==> src/rtl/ifetch_pkg.sv <==
// Shared types and constants for the instruction fetch queue.
// The HALT_WORD constant is only used when FETCH_HALT_STOP_EN is defined.
package ifetch_pkg;

    localparam int          PC_W      = 32;
    localparam logic [31:0] HALT_WORD = 32'h0000_0011;

    typedef struct packed {
        logic [PC_W-1:0] pc;
        logic [31:0]     ir;
    } fetch_entry_t;

endpackage : ifetch_pkg

==> src/rtl/ifetch_queue_fetch_fifo.sv <==
// Small synchronous FIFO of {pc, instruction} entries with flush.
// The head entry is read combinationally so a push is visible one cycle later.
module fetch_fifo
    import ifetch_pkg::*;
#(
    parameter int DEPTH = 4
) (
    input  logic                   clk_i,
    input  logic                   rst_ni,
    input  logic                   push_i,
    input  logic                   pop_i,
    input  logic                   flush_i,
    input  fetch_entry_t           wdata_i,
    output fetch_entry_t           rdata_o,
    output logic [$clog2(DEPTH):0] count_o,
    output logic                   empty_o,
    output logic                   full_o
);

    localparam int PTR_W = $clog2(DEPTH);
    localparam int CNT_W = PTR_W + 1;

    logic [PTR_W-1:0] wr_ptr_q, wr_ptr_d;
    logic [PTR_W-1:0] rd_ptr_q, rd_ptr_d;
    logic [CNT_W-1:0] count_q, count_d;
    logic             do_push;
    logic             do_pop;

    fetch_entry_t entry_q [DEPTH];

    assign do_push = push_i & ~flush_i;
    assign do_pop  = pop_i & ~flush_i & (count_q != '0);

    always_comb begin
        wr_ptr_d = wr_ptr_q;
        rd_ptr_d = rd_ptr_q;
        count_d  = count_q;
        if (flush_i) begin
            wr_ptr_d = '0;
            rd_ptr_d = '0;
            count_d  = '0;
        end else begin
            if (do_push) begin
                wr_ptr_d = wr_ptr_q + 1'b1;
            end
            if (do_pop) begin
                rd_ptr_d = rd_ptr_q + 1'b1;
            end
            case ({do_push, do_pop})
                2'b10:   count_d = count_q + 1'b1;
                2'b01:   count_d = count_q - 1'b1;
                default: count_d = count_q;
            endcase
        end
    end

    always_ff @(posedge clk_i or negedge rst_ni) begin
        if (!rst_ni) begin
            wr_ptr_q <= '0;
            rd_ptr_q <= '0;
            count_q  <= '0;
        end else begin
            wr_ptr_q <= wr_ptr_d;
            rd_ptr_q <= rd_ptr_d;
            count_q  <= count_d;
        end
    end

    // Entry storage carries no reset: stale contents are masked by the count.
    for (genvar gi = 0; gi < DEPTH; gi++) begin : g_entry
        always_ff @(posedge clk_i) begin
            if (do_push && (wr_ptr_q == PTR_W'(gi))) begin
                entry_q[gi] <= wdata_i;
            end
        end
    end

    assign rdata_o = entry_q[rd_ptr_q];
    assign count_o = count_q;
    assign empty_o = (count_q == '0);
    assign full_o  = (count_q == CNT_W'(DEPTH));

endmodule : fetch_fifo

==> src/rtl/ifetch_queue.sv <==
// Instruction fetch stage: owns the fetch PC, buffers fetched words for decode.
// Define FETCH_HALT_STOP_EN to stop fetching after a HALT word has been pushed.
module ifetch_queue
    import ifetch_pkg::*;
#(
    parameter int          DEPTH    = 4,
    parameter logic [31:0] RESET_PC = 32'h0,
    parameter int          ADDR_W   = 11
) (
    input  logic              w_clk,
    input  logic              w_rst_n,
    output logic [ADDR_W-1:0] w_imem_addr,
    input  logic [31:0]       w_imem_data,
    input  logic              w_redirect,
    input  logic [31:0]       w_redirect_pc,
    output logic [31:0]       w_ir,
    output logic [31:0]       w_ir_pc,
    output logic              w_ir_valid,
    input  logic              w_ir_ready,
    output logic [31:0]       w_fetch_pc,
    output logic              w_halted
);

    logic [PC_W-1:0]        pc_q, pc_d;
    logic                   push;
    logic                   pop;
    logic                   fifo_empty;
    logic                   fifo_full;
    logic                   halted;
    fetch_entry_t           push_entry;
    fetch_entry_t           head_entry;
    logic [$clog2(DEPTH):0] unused_count;
    logic                   unused_redirect_bits;

    assign unused_redirect_bits = ^w_redirect_pc[1:0];

    assign pop = ~fifo_empty & w_ir_ready;

    // A full queue still accepts a word when the head leaves in the same cycle.
    assign push = ~w_redirect & ~halted & (~fifo_full | pop);

    assign push_entry.pc = pc_q;
    assign push_entry.ir = w_imem_data;

    always_comb begin
        pc_d = pc_q;
        if (w_redirect) begin
            pc_d = {w_redirect_pc[31:2], 2'b00};
        end else if (push) begin
            pc_d = pc_q + 32'd4;
        end
    end

    always_ff @(posedge w_clk or negedge w_rst_n) begin
        if (!w_rst_n) begin
            pc_q <= RESET_PC;
        end else begin
            pc_q <= pc_d;
        end
    end

`ifdef FETCH_HALT_STOP_EN
    logic halted_q, halted_d;

    always_comb begin
        halted_d = halted_q;
        if (w_redirect) begin
            halted_d = 1'b0;
        end else if (push && (w_imem_data == HALT_WORD)) begin
            halted_d = 1'b1;
        end
    end

    always_ff @(posedge w_clk or negedge w_rst_n) begin
        if (!w_rst_n) begin
            halted_q <= 1'b0;
        end else begin
            halted_q <= halted_d;
        end
    end

    assign halted = halted_q;
`else
    assign halted = 1'b0;
`endif

    fetch_fifo #(
        .DEPTH (DEPTH)
    ) u_fifo (
        .clk_i   (w_clk),
        .rst_ni  (w_rst_n),
        .push_i  (push),
        .pop_i   (pop),
        .flush_i (w_redirect),
        .wdata_i (push_entry),
        .rdata_o (head_entry),
        .count_o (unused_count),
        .empty_o (fifo_empty),
        .full_o  (fifo_full)
    );

    assign w_imem_addr = pc_q[ADDR_W+1:2];
    assign w_fetch_pc  = pc_q;
    assign w_halted    = halted;
    assign w_ir_valid  = ~fifo_empty;
    assign w_ir        = fifo_empty ? 32'h0 : head_entry.ir;
    assign w_ir_pc     = fifo_empty ? 32'h0 : head_entry.pc;

endmodule : ifetch_queue

==> config.mk <==
export PLATFORM = sky130hd
export DESIGN_NAME = ifetch_queue
export DESIGN_NICKNAME = d
export VERILOG_FILES = /design/src/rtl/ifetch_pkg.sv /design/src/rtl/ifetch_queue_fetch_fifo.sv /design/src/rtl/ifetch_queue.sv
export SDC_FILE = /design/constraint.sdc
export NUM_CORES = 1
export LEC_CHECK = 0
export BUFFER_PORTS_ARGS = -buffer_cell sky130_fd_sc_hd__buf_4
export CAP_MARGIN = 20
export CORE_MARGIN = 2
export CORE_UTILIZATION = 51
export DETAILED_ROUTE_END_ITERATION = 8
export PLACE_DENSITY = 0.76
export SETUP_SLACK_MARGIN = 0.3
export SLEW_MARGIN = 40
export SYNTH_ARGS = -nofsm -noshare
export SYNTH_HDL_FRONTEND = slang
export SYNTH_SLANG_ARGS = --single-unit
==> constraint.sdc <==
create_clock -name w_clk -period 3.3 [get_ports w_clk]
set_clock_uncertainty 0.15 [all_clocks]
set_input_delay 0.33 -clock w_clk [delete_from_list [all_inputs] [get_ports w_clk]]
set_output_delay 0.33 -clock w_clk [all_outputs]
set_load 0.02 [all_outputs]
==> flow_summary.json <==
{
  "status": "finished clean",
  "ys_ff_latch": 285,
  "coreArea_sq_um": 22500,
  "wl_per_cell_um": 20.3,
  "worstMarginPinSlew_ps": 658,
  "critPathKind": "reg -> out",
  "gp_congestion": 0.813,
  "drt-pass1-iter-count": 4,
  "hold_path.class": "in -> reg",
  "antennaDiodeCount": 0,
  "post-dp-hpwl_mm": 14.8,
  "end_kind": "output port",
  "min_period_over_period_pct": 85.6,
  "clk_pin_slew_worst_paths_ps": 60,
  "worstHoldPathCells": 4,
  "timing.final.setup_violations": 0,
  "die_w_um": 155,
  "fin_nets": 972,
  "slew_violations": 0,
  "cp.required_ps": 2820,
  "synth_edf_count": 248,
  "ys.flop_type": "edfxtp_1",
  "r2r_cells": 6,
  "numPortBuffers": 169,
  "drc": 0,
  "power_density_nw_per_um2": 727,
  "viasPerCell": 5.60,
  "drt_iter0_drc": 365,
  "hold_viol_final": 0,
  "hold_slack_ps": 35.3,
  "grt.total_usage_pct": 20.5,
  "synth_area_per_cell_sq_um": 17.6,
  "tritoncts": "built",
  "antenna_found_initial": 0,
  "grt_max_degree": 45,
  "synthToLayoutAreaGrowth_pct": 27.5,
  "cts_made_buffers": 29,
  "layout-drive-gt1-share_pct": 32.9,
  "post-route-min-period_ps": 2820,
  "start_util_pct": 51.7,
  "clockBufferDepth": 3,
  "grt_pass1_vias": 6913,
  "vias": 6746,
  "clkSinkCount": 285,
  "power.leakage_nw": 5.30,
  "rows": 55,
  "htree_num_levels": 1,
  "die_area_sq_um": 24100,
  "gr-total-overflow": 0,
  "irDropWorstVdd_uv": 434,
  "cp-start-kind": "register",
  "synth_cell_types": 38,
  "max_freq_ghz": 0.354,
  "die_h_um": 155,
  "io_pins": 177,
  "worstPathArrival_ps": 2340,
  "critPathMaxFanout": 37,
  "antenna_left": 0,
  "syn_inst": 660,
  "synth_area_sq_um": 11600,
  "final_common_cell": "edfxtp_1",
  "ys_warn_count": 0,
  "grt_pass1_wl_mm": 38.0,
  "cts_root_buf": "clkbuf_16",
  "grt_setup_unrepaired": "no",
  "mostFrequentLayoutCells": "248 x edfxtp_1, 181 x buf_4, 63 x and2_1, 63 x dlygate4sd3_1, 62 x mux4_2",
  "totalWireLength_mm": 24.4,
  "design_power_total_w": 0.0108,
  "relSlewSlack_pct": 55.7,
  "yosysSeqAreaShare_pct": 71.9,
  "setup_tns_ps": 0,
  "clkLatencyLatePin_ps": 530,
  "async_flop_share_pct": 13.0,
  "drv_cap": 0
}
==> sequential cells by signal (all words and copies together) (netlist names) <==
register,count
w_fetch_pc,30
u_fifo.rd_ptr_q,2
u_fifo.wr_ptr_q,2
u_fifo.count_o,3
u_fifo.entry_q,248
==> layout make-up <==
type / count / area [sq um]
fillers: 1529 / 7650
repair buffers: 253 / 2160
inverters: 7 / 26.3
multi-input cells: 321 / 3010
clock buffers: 39 / 803
well taps: 285 / 357
flip-flops and latches: 285 / 8380
clock inverters: 14 / 105
==> kinds of logic after synthesis <==
logic type                 synth area share [%]
AOI/OAI and AO/OA                          2.82
buffers and inverters                      2.55
other                                    0.0322
and+or+nand+nor                            8.80
xor gates and xnor gates                  0.978
adders and majority gates                 0.752
DFF                                        71.9
muxes                                      12.2
==> synth_stat cells (all sizes together), types with 4 or more instances <==
library cell / instances / share of area [%]
o31ai: 11 / 0.71
edfxtp: 248 / 64
buf: 26 / 1.5
dfrtp: 37 / 8.0
nand3: 20 / 0.86
and3: 10 / 0.54
or4: 13 / 0.84
xor2: 8 / 0.60
clkbuf: 25 / 0.81
xnor2: 5 / 0.38
ha: 7 / 0.75
and2: 63 / 3.4
o21ai: 13 / 0.56
a31oi: 17 / 0.91
mux4: 62 / 12
nand2: 25 / 0.81
or3: 4 / 0.21
nor2: 24 / 0.77
inv: 7 / 0.23
nand4: 6 / 0.32
==> critical path: stages (launching register included) <==
cell and delay (ps):
dfrtp_4 820, buf_4 330, mux4_2 310, and2_1 180, buf_4 160
==> layer usage <==
layer  vias to the layer above  wire length [um]  global-route usage [%]
met4                         0               484                    5.38
met1                      3393             10100                    27.6
li1                       3052                 -                       -
met3                        43              1720                    3.29
met5                         -                 0                       0
met2                       258             12100                    35.4
==> worst paths after layout <==
check	start	to	slack, ps
hold reg to reg	u_fifo.count_o[0]	u_fifo.count_o[0]	450
setup / recovery	u_fifo.rd_ptr_q[1]	w_ir_pc[5]	480
setup reg to reg	u_fifo.count_o[0]	w_fetch_pc[28]	500
max in group asynchronous	w_rst_n	u_fifo.rd_ptr_q[0]	2430
min in group asynchronous	w_rst_n	w_fetch_pc[18]	150
hold / removal	w_ir_ready	u_fifo.rd_ptr_q[0]	40
==> where the power goes <==
group	switching (W)	internal [W]
sequential	0.000233	0.00426
combinational	0.00169	0.00154
clock	0.00129	0.00178
==> metrics by stage <==
step	worst slack (ps)	utilization [%]	cell area (sq um)	std cells
floorplan	719	-	11700	664
global route	303	66.0	14800	1204
finish	477	66.0	14800	1204
CTS	417	66.0	14800	1204
global placement	558	59.1	13300	1087
detailed placement	499	59.1	13300	1087
==> timing repair <==
item,in CTS,in global routing
endpoints found under the setup margin,1,0
hold buffers,63,0
hold endpoints to repair,195,0
setup buffers,1,0
resized for setup,0,0
(Power assumes the default switching activity.)
